`src/rtl/hwpe_pkg.sv`:
```
// Shared constants and FSM encoding for the accumulation stage.
package hwpe_pkg;

  localparam int unsigned ACC_W      = 32;
  localparam logic [31:0] ACC_MAX    = 32'h7FFF_FFFF;
  localparam logic [31:0] ACC_MIN    = 32'h8000_0000;
  localparam int unsigned PSUM_W_DEF = 20;
  localparam int unsigned CNT_W_DEF  = 16;

  typedef enum logic [1:0] {
    ST_IDLE,
    ST_ACC,
    ST_DRAIN
  } acc_state_e;

endpackage

```
`src/rtl/acc_sat_lane.sv`:
```
// One accumulator lane: 33-bit signed add of acc + psum, clamped to 32 bits.
module acc_sat_lane
  import hwpe_pkg::*;
#(
  parameter int unsigned PSUM_W = PSUM_W_DEF
) (
  input  logic [ACC_W-1:0]  i_acc,
  input  logic [PSUM_W-1:0] i_psum,
  output logic [ACC_W-1:0]  o_sum,
  output logic              o_sat
);

  logic [ACC_W:0] w_acc_ext;
  logic [ACC_W:0] w_psum_ext;
  logic [ACC_W:0] w_sum_ext;

  assign w_acc_ext  = {i_acc[ACC_W-1], i_acc};
  assign w_psum_ext = {{(ACC_W + 1 - PSUM_W){i_psum[PSUM_W-1]}}, i_psum};
  assign w_sum_ext  = w_acc_ext + w_psum_ext;

  // Overflow when the two top bits of the 33-bit sum disagree; bit 32 is the true sign.
  always_comb begin
    o_sat = w_sum_ext[ACC_W] ^ w_sum_ext[ACC_W-1];
    o_sum = w_sum_ext[ACC_W-1:0];
    if (o_sat) o_sum = w_sum_ext[ACC_W] ? ACC_MIN : ACC_MAX;
  end

endmodule

```
`src/rtl/acc_bank.sv`:
```
// Four-lane saturating accumulator bank with a single-entry output register
// and job sequencing from a start pulse.
module acc_bank
  import hwpe_pkg::*;
#(
  parameter int unsigned PSUM_W = PSUM_W_DEF,
  parameter int unsigned CNT_W  = CNT_W_DEF
) (
  input  logic              clk,
  input  logic              rst_n,
  input  logic              start,
  input  logic [CNT_W-1:0]  cfg_acc_len,
  input  logic [CNT_W-1:0]  cfg_num_out,
  input  logic              psum_valid,
  output logic              psum_ready,
  input  logic [PSUM_W-1:0] psum_0,
  input  logic [PSUM_W-1:0] psum_1,
  input  logic [PSUM_W-1:0] psum_2,
  input  logic [PSUM_W-1:0] psum_3,
  output logic              acc_valid,
  input  logic              acc_ready,
  output logic [ACC_W-1:0]  accreg_0,
  output logic [ACC_W-1:0]  accreg_1,
  output logic [ACC_W-1:0]  accreg_2,
  output logic [ACC_W-1:0]  accreg_3,
  output logic              busy,
  output logic              done,
  output logic              sat_seen
);

  acc_state_e r_state, w_next;

  logic [CNT_W-1:0]  r_len, r_num;
  logic [CNT_W-1:0]  r_beat_cnt, r_grp_cnt;
  logic [ACC_W-1:0]  r_acc    [4];
  logic [ACC_W-1:0]  r_accreg [4];
  logic              r_acc_valid;
  logic              r_sat_seen;

  logic [PSUM_W-1:0] w_psum [4];
  logic [ACC_W-1:0]  w_sum  [4];
  logic [3:0]        w_sat;
  logic              w_last_beat, w_last_grp;
  logic              w_start_ok, w_accept, w_load;
  logic [CNT_W-1:0]  w_cfg_len, w_cfg_num;

  assign w_psum[0] = psum_0;
  assign w_psum[1] = psum_1;
  assign w_psum[2] = psum_2;
  assign w_psum[3] = psum_3;

  for (genvar g = 0; g < 4; g++) begin : g_lane
    acc_sat_lane #(.PSUM_W(PSUM_W)) u_lane (
      .i_acc  (r_acc[g]),
      .i_psum (w_psum[g]),
      .o_sum  (w_sum[g]),
      .o_sat  (w_sat[g])
    );
  end

  assign w_cfg_len   = (cfg_acc_len == '0) ? CNT_W'(1) : cfg_acc_len;
  assign w_cfg_num   = (cfg_num_out == '0) ? CNT_W'(1) : cfg_num_out;
  assign w_last_beat = (r_beat_cnt == r_len - CNT_W'(1));
  assign w_last_grp  = (r_grp_cnt  == r_num - CNT_W'(1));
  assign w_start_ok  = (r_state == ST_IDLE) && start;
  assign w_accept    = psum_valid && psum_ready;
  assign w_load      = w_accept && w_last_beat;

  always_ff @(posedge clk or negedge rst_n) begin
    if (!rst_n) r_state <= ST_IDLE;
    else        r_state <= w_next;
  end

  always_comb begin
    w_next = r_state;
    unique case (r_state)
      ST_IDLE:  if (start) w_next = ST_ACC;
      ST_ACC:   if (w_load && w_last_grp) w_next = ST_DRAIN;
      ST_DRAIN: if (!r_acc_valid || acc_ready) w_next = ST_IDLE;
      default:  w_next = ST_IDLE;
    endcase
  end

  // Only a final beat can stall: it needs the output register free or draining.
  always_comb begin
    psum_ready = 1'b0;
    busy       = 1'b0;
    done       = 1'b0;
    unique case (r_state)
      ST_ACC: begin
        busy       = 1'b1;
        psum_ready = !(w_last_beat && r_acc_valid && !acc_ready);
      end
      ST_DRAIN: begin
        busy = 1'b1;
        done = !r_acc_valid || acc_ready;
      end
      default: ;
    endcase
  end

  always_ff @(posedge clk or negedge rst_n) begin
    if (!rst_n) begin
      r_len       <= '0;
      r_num       <= '0;
      r_beat_cnt  <= '0;
      r_grp_cnt   <= '0;
      r_sat_seen  <= 1'b0;
      r_acc_valid <= 1'b0;
      for (int unsigned i = 0; i < 4; i++) begin
        r_acc[i]    <= '0;
        r_accreg[i] <= '0;
      end
    end else begin
      if (w_start_ok) begin
        r_len      <= w_cfg_len;
        r_num      <= w_cfg_num;
        r_beat_cnt <= '0;
        r_grp_cnt  <= '0;
        r_sat_seen <= 1'b0;
        for (int unsigned i = 0; i < 4; i++) r_acc[i] <= '0;
      end else if (w_accept) begin
        if (|w_sat) r_sat_seen <= 1'b1;
        if (w_last_beat) begin
          r_beat_cnt <= '0;
          r_grp_cnt  <= r_grp_cnt + CNT_W'(1);
          for (int unsigned i = 0; i < 4; i++) begin
            r_accreg[i] <= w_sum[i];
            r_acc[i]    <= '0;
          end
        end else begin
          r_beat_cnt <= r_beat_cnt + CNT_W'(1);
          for (int unsigned i = 0; i < 4; i++) r_acc[i] <= w_sum[i];
        end
      end

      if (w_load)                          r_acc_valid <= 1'b1;
      else if (r_acc_valid && acc_ready)   r_acc_valid <= 1'b0;
    end
  end

  assign acc_valid = r_acc_valid;
  assign accreg_0  = r_accreg[0];
  assign accreg_1  = r_accreg[1];
  assign accreg_2  = r_accreg[2];
  assign accreg_3  = r_accreg[3];
  assign sat_seen  = r_sat_seen;

endmodule
```
`config.mk`:
```
export PLATFORM = sky130hd
export DESIGN_NAME = acc_bank
export DESIGN_NICKNAME = d
export VERILOG_FILES = /design/src/rtl/hwpe_pkg.sv /design/src/rtl/acc_sat_lane.sv /design/src/rtl/acc_bank.sv
export SDC_FILE = /design/constraint.sdc
export NUM_CORES = 1
export LEC_CHECK = 0
export CAP_MARGIN = 10
export CORE_MARGIN = 2
export CORE_UTILIZATION = 35
export DETAILED_ROUTE_END_ITERATION = 7
export HOLD_SLACK_MARGIN = 0.1
export PLACE_DENSITY = 0.5
export SETUP_SLACK_MARGIN = 0.5
export SYNTH_ARGS = -nofsm -noshare
export SYNTH_HDL_FRONTEND = slang
export SYNTH_SLANG_ARGS = --single-unit
```
`constraint.sdc`:
```
create_clock -name clk -period 11.5 [get_ports clk]
set_input_delay 1.15 -clock clk [delete_from_list [all_inputs] [get_ports clk]]
set_output_delay 1.15 -clock clk [all_outputs]
set_load 0.03 [all_outputs]
```
After elaboration in Yosys (flattened, before gate mapping) --
Index checks and enable logic that the tools add are counted.
Cells by class: add/subtract/negate cells 8, eq/ne operators 7, multiplexer cells 31, bitwise logic cells 5, reduce and logical (&&, ||, !) cells 24
Operators with widths (count):
- two-way mux 128 bit | 3
- two-way mux 32 bit | 8
- adder 32 x 20 -> 33 bit | 4
- two-way mux 16 bit | 8
- adder 16 x 1 -> 16 bit, second input constant | 2
- == test 16 bit | 2
- zero test 16 bit | 2
- subtractor 16 x 1 -> 16 bit, second input constant | 2
- two-way mux 1 bit | 8
- nonzero test 2 bit | 4
- logical AND 1 bit | 7
- two-way mux 2 bit | 3
- != test 2 bit, second input constant | 3
- one-hot mux 2 bit (3 select lines) | 1
- AND reduction 3 bit | 2
- AND reduction 2 bit | 2
- OR reduction 4 bit | 1
- XOR 1 bit | 4
- zero test 1 bit | 3
- == test 2 x 1 -> 1 bit, second input constant | 1
- == test 2 bit, second input constant | 1
- zero test 2 bit | 1
- OR reduction 2 bit | 1
- logical OR 1 bit | 1
- NOT 1 bit | 1
Word-level totals: register bits 324, input bits 117, output and inout port bits 133, logic and storage cells 90

Depth between registers and ports, before layout --
Gate-level depths: netlist of run 1.
word-level depth 11, mapped depth 18, depth with buffers taken out 18

Modules after synthesis --
A second synthesis of run 1 with hierarchy kept.
Unflattened totals: cell total of the unflattened synthesis 2237, area, all modules 22450.3 um^2
By module, submodules not included:
- acc_bank | instances 1, cells an instance 1089, area each 14277.4 um^2, sequential area each 8107.8 um^2
- acc_sat_lane | instances 4, cells an instance 287, area each 2043.2 um^2, sequential area each 0.0 um^2

Worst setup path after synthesis of run 1 --
Ideal clock, no wire load.
path type input to register, from input psum_0[0], to register r_acc[100] (netlist bit), library setup time 0.083 ns, arrival time 4.696 ns, required time 11.417 ns, slack 6.722 ns, cell stages on the path 18, buffers on the path 1, cell sequence ha_1 fa_1 a211o_1 a2111oi_0 o211a_1 or4b_1 a21oi_1 nor2b_1 o21ai_0 nand2_1 ha_1 inv_1 nor2_1 a31oi_1 o21a_1 nand2_1 clkbuf_1 o21ai_0
Between the ends: cells in the longest elaborated chain, start to end 6, elaborated cells on any way between the ends 7, classes of those cells 1 x add/sub; 5 x mux; 1 x bitwise
Ends and longest elaborated chain:
- from (decl) | line acc_bank.sv:16 | input logic [PSUM_W-1:0] psum_0,
- adder 32 x 20 -> 33 bit * | line acc_sat_lane.sv:19 | assign w_sum_ext = w_acc_ext + w_psum_ext;
- two-way mux 32 bit or XOR 1 bit (tied branches) | line acc_sat_lane.sv:25, acc_sat_lane.sv:23
- two-way mux 32 bit * | line acc_sat_lane.sv:25 | if (o_sat) o_sum = w_sum_ext[ACC_W] ? ACC_MIN : ACC_MAX;
- two-way mux 128 bit * | line acc_bank.sv:124 | if (w_last_beat) begin
- two-way mux 128 bit * | line acc_bank.sv:122 | end else if (w_accept) begin
- two-way mux 128 bit * | line acc_bank.sv:115 | if (w_start_ok) begin
- to (signal, indexed assignment) | line acc_bank.sv:111 | r_acc[i] <= '0;
- to (signal, indexed assignment) | line acc_bank.sv:129 | r_acc[i] <= '0;
- to (decl) | line acc_bank.sv:35 | logic [ACC_W-1:0] r_acc [4];
Mark *: on every way between the ends. The rest lies on a longest branch, timed or not. The select of a mux whose other input is x is not followed. A chain may end at the register's enable or synchronous reset.

Worst setup path in the final report of run 1 --
from input psum_3[19], to register r_acc[25] (netlist bit)
Between the ends: cells in the longest elaborated chain, start to end 6, elaborated cells on any way between the ends 7, classes of those cells 1 x add/sub; 5 x mux; 1 x bitwise
Ends and longest elaborated chain:
- from (decl) | line acc_bank.sv:19 | input logic [PSUM_W-1:0] psum_3,
- adder 32 x 20 -> 33 bit * | line acc_sat_lane.sv:19
- two-way mux 32 bit or XOR 1 bit (tied branches) | line acc_sat_lane.sv:25, acc_sat_lane.sv:23
- two-way mux 32 bit * | line acc_sat_lane.sv:25
- two-way mux 128 bit * | line acc_bank.sv:124
- two-way mux 128 bit * | line acc_bank.sv:122
- two-way mux 128 bit * | line acc_bank.sv:115
Marks and branches as above.

==> results of run 1 <==
## final timing paths
kind	from	end	slack [ps]	depth (start not counted)
setup reg to reg	r_acc[105]	r_acc[97]	6070	18
setup / recovery	psum_3[19]	r_acc[25]	5460	16
hold / removal	accreg_1[17]	accreg_1[17]	480	1
hold reg to reg	accreg_1[17]	accreg_1[17]	480	1
min in group asynchronous	rst_n	r_acc[45]	530	1
max in group asynchronous	rst_n	accreg_0[21]	8840	3
## power by group
group	internal [mW]	switching (mW)	total (mW)
Sequential	1.35	0.200	1.55
Combinational	1.18	2.16	3.34
Clock	0.918	0.548	1.47
Total	3.45	2.91	6.36
## sequential cells by signal, summed over array words and instances, names as in the netlist
signal	flops
acc_valid	1
accreg_0	32
accreg_1	32
accreg_2	32
accreg_3	32
r_acc	128
r_beat_cnt	16
r_grp_cnt	16
r_len	16
r_num	16
r_state	2
sat_seen	1
## kinds of logic after synthesis
family / after synthesis / share of synthesized area
and+or+nand+nor: 819 / 0.182
DFF: 324 / 0.384
xor gates and xnor gates: 156 / 0.0648
buffers and inverters: 161 / 0.0310
muxes: 58 / 0.0294
AOI/OAI and AO/OA: 731 / 0.219
adders and majority gates: 148 / 0.0892
## cells in the final DEF (no fill, tap or decap), types with 10 or more instances in the layout
cell,netlist,final
nand3_1,34,32
and2_1,14,14
nor2b_1,20,20
o21bai_1,23,23
xor2_1,67,67
o31ai_1,10,10
mux2i_1,27,27
a31o_2,11,10
clkdlybuf4s50_1,0,248
inv_1,50,50
nand2_1,361,361
a21o_1,62,62
nor2_1,168,168
nor4_1,16,16
a22o_1,38,38
a21oi_1,133,133
o21a_1,26,26
nor3_1,53,53
nand4_1,19,19
mux2_2,31,31
clkbuf_16,0,43
o21ai_0,274,274
and3_1,25,24
a211oi_1,12,12
buf_4,0,19
ha_1,144,143
a31oi_1,19,19
nand2b_1,28,28
o211ai_1,24,24
xnor2_1,89,89
or3_1,18,17
dfrtp_1,324,324
## per-layer routing
metal | wire, um | share of wire | track usage
met5 | 13 | 0.00019 | 0
met2 | 31600 | 0.47 | 0.356
met4 | 1170 | 0.017 | 0.0429
met3 | 3060 | 0.045 | 0.0350
met1 | 31800 | 0.47 | 0.297
## layout make-up
type / instances / area (um^2)
multi-input cells: 1912 / 12400
well taps: 773 / 967
clock buffers: 53 / 1160
inverters: 50 / 188
clock inverters: 23 / 357
flip-flops and latches: 324 / 8110
repair buffers: 268 / 2640
fillers: 5819 / 33600
## critical path, cell delays in order
cell and delay (ps):
clkdlybuf4s50_1 890, ha_1 410, a21o_1 200, a21o_1 170
a21o_1 190, a21oi_1 130, o21ai_0 130, or3_1 350
o22a_1 200, a311o_1 400, xnor2_1 150, ha_1 410
buf_4 490, nand3_1 640, o2bb2a_1 520, o31ai_1 70
==> results.txt, run 1 <==
total CTS buffers = 41
worst hold slack = 476 ps
worst-margin pin slew = 1070 ps
Worst Path Arrival = 6510 ps
Post-Syn Nets = 2662
asr flop ratio synth = 1.00
GRT Total Usage = 0.215
Detail Placement HPWL = 48.4 mm
final worst path period share = 0.525
Peak VDD IR = 0.151 mV
Ports = 250
initial antenna violation count = 1
Setup CP Type = in2reg
layout cells sized above 1 = 0.0631
Fin Setup TNS = 0 ps
Syn Area/Cell = 8.80 um^2
post-synth top area share = 0.384
Die ar. = 0.0623 mm^2
Initial Util = 0.355
largest area contributor in the netlist = dfrtp_1
Util after Layout = 0.435
P per Cell Area = 246 mW/mm^2
Clock Latency Late Sink = 570 ps
CP max FO = 49
DR WL/cell = 19.9 um
CP endpoint kind = flip-flop
Leakage = 11.8 nW
Max-Cap Viols = 0
Synth Flop Type = dfrtp_1
vias per cell = 5.45
Slew headroom = 0.286
most frequent cells after synthesis = 361 x nand2_1, 324 x dfrtp_1, 274 x o21ai_0, 168 x nor2_1, 144 x ha_1
max frequency = 0.166 GHz
RSZ-0062 raised after global routing = no
Synth warnings = 0
setup bufs post-CTS = 0
post-route insts no fill = 3403
final worst setup slack = 5460 ps
Final nets = 2862
register bit total from synthesis = 324
Tot Pwr = 6.36 mW
pin count of the biggest net entering global routing = 84
Finished Cell Area = 0.0258 mm^2
Post-route DRC = 0
Setup Skew = 16.5 ps
cts hold-fix bufs = 0
cell with the most instances after synthesis = nand2_1
Post-synth EDFFs = 0
routed via count = 18600
first-pass GRT wire length = 107 mm
Resize count post-CTS = 0
Yosys cell types = 83
HP Class = reg2reg
Std-Cell Rows = 89
Final Hold Viols = 0
routed wire length = 67.7 mm
number of global-route vias before repair = 18700
Synth Instances = 2397
final setup fails = 0
Final ANT Viol Nets = 0
DRT iter0 DRCs = 998
total core area = 0.0594 mm^2
Tmin final = 6040 ps
DP Worst Slack = 4880 ps
placed inst area = 0.0243 mm^2
Seq/Total Area, Yosys = 0.384
CP Launch Type = input pin
diode count = 0
status = finished, final reports clean
Bufs on Longest Clock Path = 3
Num Clock Sinks = 324
Port Buffer Count = 249
final max-slew violation count = 0
width of the die = 250 um
area growth from synthesis to final layout = 22.3%
Synth area leaders = dfrtp_1 38%, ha_1 8.5%, o21ai_0 6.5%, nand2_1 6.4%, xnor2_1 3.7%
drt pass-1 iters = 5
Root Buffer = clkbuf_16
Post-Place Cells = 3327
Post-Syn Area = 0.0211 mm^2
grt total ovfl = 0
Placer Congestion = 0.860
clock-pin transition on the worst setup and hold timing paths = 60 ps
H-tree level count = 2
die height = 250 um
Critical Path RT = 11970 ps
CTS tree = done
Power figures use the tool's default switching activity.
==> run 2, diff against run 1 <==
==> constraint.sdc (replaced) <==
create_clock -name clk -period 6.3 [get_ports clk]
set_input_delay 0.63 -clock clk [delete_from_list [all_inputs] [get_ports clk]]
set_output_delay 0.63 -clock clk [all_outputs]
set_load 0.03 [all_outputs]
==> run 2 against run 1 <==
  * Global-route usage is 0.63 points lower
  * Worst hold slack worse by 5.2 ps
  * Register-to-register slack worse by 5000 ps
  * Cell area is 0.30% lower
  * Via count is 0.21% higher
  * Sequential cell count stayed put
  * Die area stayed put
  * Critical path depth is 5 lower
  * Sequential share of layout area is 0.093 points higher
  * Clock power is 65% higher
  * Sequential power is 83% higher
  * Critical endpoint is now psum_ready
==> results.txt, run 2 (same netlist as run 1, synthesis figures left out) <==
status = finished, final reports clean
clock-pin transition on the worst setup and hold timing paths = 60 ps
H-tree level count = 2
Critical Path RT = 5670 ps
max frequency = 0.182 GHz
final worst setup slack = 805 ps
Bufs on Longest Clock Path = 3
GRT Total Usage = 0.209
area growth from synthesis to final layout = 21.9%
leading cell types in the layout, fill and taps excluded = 361 x nand2_1, 324 x dfrtp_1, 274 x o21ai_0
final setup fails = 0
Critical Path Source = r_len[0]
Placer Congestion = 0.874
HP Class = reg2reg
Slew headroom = 0.335
layout cells sized above 1 = 0.0612
Leakage = 11.8 nW
Num Clock Sinks = 324
Max-Cap Viols = 0
P per Cell Area = 441 mW/mm^2
drt pass-1 iters = 5
total CTS buffers = 41
worst hold slack = 471 ps
CP endpoint kind = primary output
Std-Cell Rows = 89
width of the die = 250 um
commonest non-fill, non-tap cell in the layout = nand2_1
die height = 250 um
CP max FO = 7
final max-slew violation count = 0
Largest register FFs = 128
RSZ-0062 raised after global routing = no
worst r2r path cells = 17
total core area = 0.0594 mm^2
Final ANT Viol Nets = 0
Root Buffer = clkbuf_16
grt total ovfl = 0
slowest CP cell = nor3b_1
Worst Setup EP = psum_ready
number of global-route vias before repair = 18500
critical-path cell list = inv_1 -> ha_1 -> nor3b_1 -> a21oi_1 -> a2111oi_0 -> nand3b_1 -> nor4_4 -> and2_1 -> nand2_1 -> and2_1 -> clkdlybuf4s50_1
worst-margin pin slew = 994 ps
final worst path period share = 0.872
worst reg2reg path endpoint = r_acc[96]
DRT iter0 DRCs = 903
crit-path most repeated cell = and2_1
R2R Setup Slk = 1040 ps
Tot Pwr = 11.4 mW
DP Worst Slack = 540 ps
Initial Util = 0.355
DR WL/cell = 19.3 um
Port Buffer Count = 249
Setup CP Type = reg2out
Resize count post-CTS = 0
Die ar. = 0.0623 mm^2
Tmin final = 5490 ps
first-pass GRT wire length = 105 mm
Clock Latency Late Sink = 560 ps
Ports = 250
worst r2r src = r_acc[105]
Final Hold Viols = 0
routed via count = 18600
largest reg by FF count = r_acc
routed wire length = 65.8 mm
Detail Placement HPWL = 47.7 mm
pin count of the biggest net entering global routing = 137
slowest stage delay, CP = 750 ps
diode count = 0
Final nets = 2867
CP Launch Type = flip-flop
Peak VDD IR = 0.267 mV
initial antenna violation count = 1
CTS tree = done
Util after Layout = 0.433
Fin Setup TNS = 0 ps
Setup Skew = 19.3 ps
vias per cell = 5.46
Worst Path Arrival = 4860 ps
layout filler cell count = 5878
Post-route DRC = 0
-- run 2: cell count changes in the layout (fill, tap and decap cells not counted), moves of 2 or more --
cell / change
clkbuf_16: -2
buf_12: +3
bufinv_16: -4
clkinvlp_4: -4
clkbuf_8: +3
clkbuf_1: +5
-- run 2: area by class of cell --
class                           count  area (um^2)  area share
Multi-Input combinational cell   1912        12400       0.481
Clock inverter                     13          193     0.00749
Clock buffer                       59         1170      0.0456
Timing Repair Buffer              273         2720       0.106
Inverter                           50          188     0.00730
Tap cell                          773          967      0.0376
Sequential cell                   324         8110       0.315
-- run 2: worst min-delay path by stage --
| stage | cells after the start | end | from |
|---|---|---|---|
| 2_1_floorplan | 0 | acc_valid | rst_n |
| 3_3_place_gp | 2 | accreg_3[18] | accreg_3[18] |
| 3_5_place_dp | 2 | accreg_3[18] | accreg_3[18] |
| 4_1_cts | 2 | accreg_3[18] | accreg_3[18] |
| 5_1_grt | 1 | accreg_0[3] | accreg_0[3] |
| 6_report | 2 | accreg_3[18] | accreg_3[18] |
-- run 2: metal layers --
layer / track usage / share of wire / vias up
met5: 0 / 0.00017 / -
met4: 0.0473 / 0.020 / 2
met3: 0.0316 / 0.048 / 81
met2: 0.334 / 0.45 / 443
met1: 0.296 / 0.48 / 9031
li1: - / - / 9040
-- run 2: through the flow --
stage	cell area (um^2)	std cells
finish	25700	3404
CTS	25700	3404
detailed placement	24300	3331
global placement	24300	3331
global route	25700	3404
floorplan	21100	2397
-- run 2: critical path, delay by kind of cell, from the launching register on --
family	cells	cell delay, ps
buf+inv	2	710
simple gates	6	2260
compound gates	2	700
flops	1	420
fa+ha+maj	1	230
-- run 2: power by group --
group	switching, mW	leakage [nW]	internal (mW)
clock	0.929	0.673	1.49
sequential	0.357	4.38	2.47
combinational	3.91	6.72	2.19
-- run 2: repair_timing --
| item | 4_1_cts | 5_1_grt |
|---|---|---|
| hold buffers | 1 | 0 |
| hold endpoints to repair | 59 | 0 |
| setup buffers | 0 | 0 |
==> run 3, diff against run 2 <==
--- a/config.mk
+++ b/config.mk
@@ -6,6 +6,7 @@
 export NUM_CORES = 1
 export LEC_CHECK = 0
 export CAP_MARGIN = 10
+export CORE_ASPECT_RATIO = 2
 export CORE_MARGIN = 2
 export CORE_UTILIZATION = 35
 export DETAILED_ROUTE_END_ITERATION = 7
==> run 3 against run 2 <==
  * Worst setup slack improved by 140 ps
  * Register-to-register slack improved by 230 ps
  * Non-clock buffer count grew 10
  * Combinational power increased by 2%
  * Clock power shrank 13%
  * Power fell by 1.9%
  * Clock-buffer cell count shrank 14
  * Largest cell class unchanged
==> results.txt, run 3 (same netlist as run 1, synthesis figures left out) <==
Setup Skew = 29.1 ps
total core area = 0.0597 mm^2
Slew headroom = 0.263
CTS tree = done
critical-path cell list = inv_1 -> ha_1 -> nor3b_1 -> a21oi_1 -> a2111oi_0 -> nand3b_1 -> nor4_4 -> and2_1 -> nand2_1 -> and2_1 -> clkdlybuf4s50_1
CP Launch Type = flip-flop
layout cells sized above 1 = 0.0628
leading cell types in the layout, fill and taps excluded = 361 x nand2_1, 324 x dfrtp_1, 274 x o21ai_0
number of global-route vias before repair = 19500
grt met2 use = 0.437
Critical Path RT = 5670 ps
GRT Total Usage = 0.226
Initial Util = 0.353
Final Hold Viols = 0
pin count of the biggest net entering global routing = 145
Largest register FFs = 128
Std-Cell Rows = 127
Final ANT Viol Nets = 0
first-pass GRT wire length = 110 mm
worst-margin pin slew = 1100 ps
CP endpoint kind = primary output
DR WL/cell = 20.7 um
H-tree level count = 2
final worst path period share = 0.849
routed via count = 18600
Peak VDD IR = 0.257 mV
CP Buf/Inv Count = 2
Ports = 250
grt total ovfl = 0
Num Clock Sinks = 324
Final nets = 2872
commonest non-fill, non-tap cell in the layout = nand2_1
slowest stage delay, CP = 730 ps
drt pass-1 iters = 5
post-route insts no fill = 3403
max frequency = 0.187 GHz
final max-slew violation count = 0
Leakage = 11.7 nW
status = finished, final reports clean
Bufs on Longest Clock Path = 3
Post-Place Cells = 3342
largest reg by FF count = r_acc
CP max FO = 7
Resize count post-CTS = 0
area growth from synthesis to final layout = 21.0%
met1 Track Usage GR = 0.236
Post-route DRC = 0
RSZ-0062 raised after global routing = no
vias per cell = 5.48
Placer Congestion = 0.893
Die ar. = 0.0624 mm^2
Port Buffer Count = 249
met3 usage = 0.0422
P per Cell Area = 436 mW/mm^2
width of the die = 178 um
Max-Cap Viols = 0
clock-pin transition on the worst setup and hold timing paths = 60 ps
worst hold slack = 481 ps
final setup fails = 0
Fin Setup TNS = 0 ps
slowest CP cell = nor3b_1
Clock Latency Late Sink = 560 ps
layout filler cell count = 6056
HP Class = reg2reg
die height = 351 um
Setup CP Type = reg2out
crit-path most repeated cell = and2_1
crit-path leading delay family = simple AND/OR/NAND/NOR gates
routed wire length = 70.4 mm
Root Buffer = clkbuf_16
total CTS buffers = 36
initial antenna violation count = 4
Tmin final = 5350 ps
Worst Path Arrival = 4720 ps
DRT iter0 DRCs = 818
global route hottest layer = met2
Detail Placement HPWL = 52.4 mm
==> run 3: final timing paths <==
path | from | slack, ps | endpoint | depth (start not counted)
max | r_len[0] | 950 | psum_ready | 11
min | accreg_3[7] | 480 | accreg_3[7] | 2
max reg2reg | r_acc[105] | 1270 | r_acc[99] | 17
min reg2reg | accreg_3[7] | 480 | accreg_3[7] | 2
max in group asynchronous | rst_n | 4330 | r_acc[46] | 3
min in group asynchronous | rst_n | 640 | r_len[7] | 2
==> run 3: routing by layer <==
metal	wire length, um	share of wire
met1	26200	0.37
met2	38000	0.54
met3	3640	0.052
met4	2510	0.036
met5	35	0.00050
==> run 3: repair_timing <==
item	4_1_cts	5_1_grt
setup buffers	0	0
hold buffers	1	0
endpoints found under the hold margin	65	0
==> run 3: worst reg2reg max path, stage by stage (launching register included) <==
cell	delay, ps
dfrtp_1	390
ha_1	340
and3_1	180
o211ai_1	180
or3_1	340
o21ai_0	350
a41o_1	290
o2bb2ai_1	250
a211oi_1	120
or3_1	440
xnor2_1	150
ha_1	460
inv_1	190
nor2_1	60
a31oi_1	170
o21a_1	290
nand2_1	370
o21ai_0	360
==> run 3: report_power, final <==
group / leakage, nW / total, mW / switching (mW) / internal (mW)
Clock: 0.559 / 2.11 / 0.936 / 1.17
Sequential: 4.38 / 2.81 / 0.341 / 2.47
Combinational: 6.76 / 6.22 / 3.98 / 2.24
Total: 11.7 / 11.1 / 5.26 / 5.88
==> run 3: area by class of cell <==
cell class                      instances  area, um^2  area share
Antenna cell                            1        2.50   0.0000980
Timing Repair Buffer                  283        2780       0.109
Clock inverter                         14         109     0.00426
Clock buffer                           45        1010      0.0394
Sequential cell                       324        8110       0.318
Tap cell                              774         968      0.0379
Multi-Input combinational cell       1912       12400       0.485
Inverter                               50         188     0.00735
==> run 3: metrics by stage <==
step                      setup WS, ps   util  total power, mW  area, um^2
after floorplan                   2040      -             7.12       21100
after global placement             632  0.409             8.99       24400
after detailed placement           494  0.409             9.09       24400
after CTS                          948  0.427             11.3       25500
after global routing               598  0.427             12.0       25500
final                              949  0.427             11.1       25500
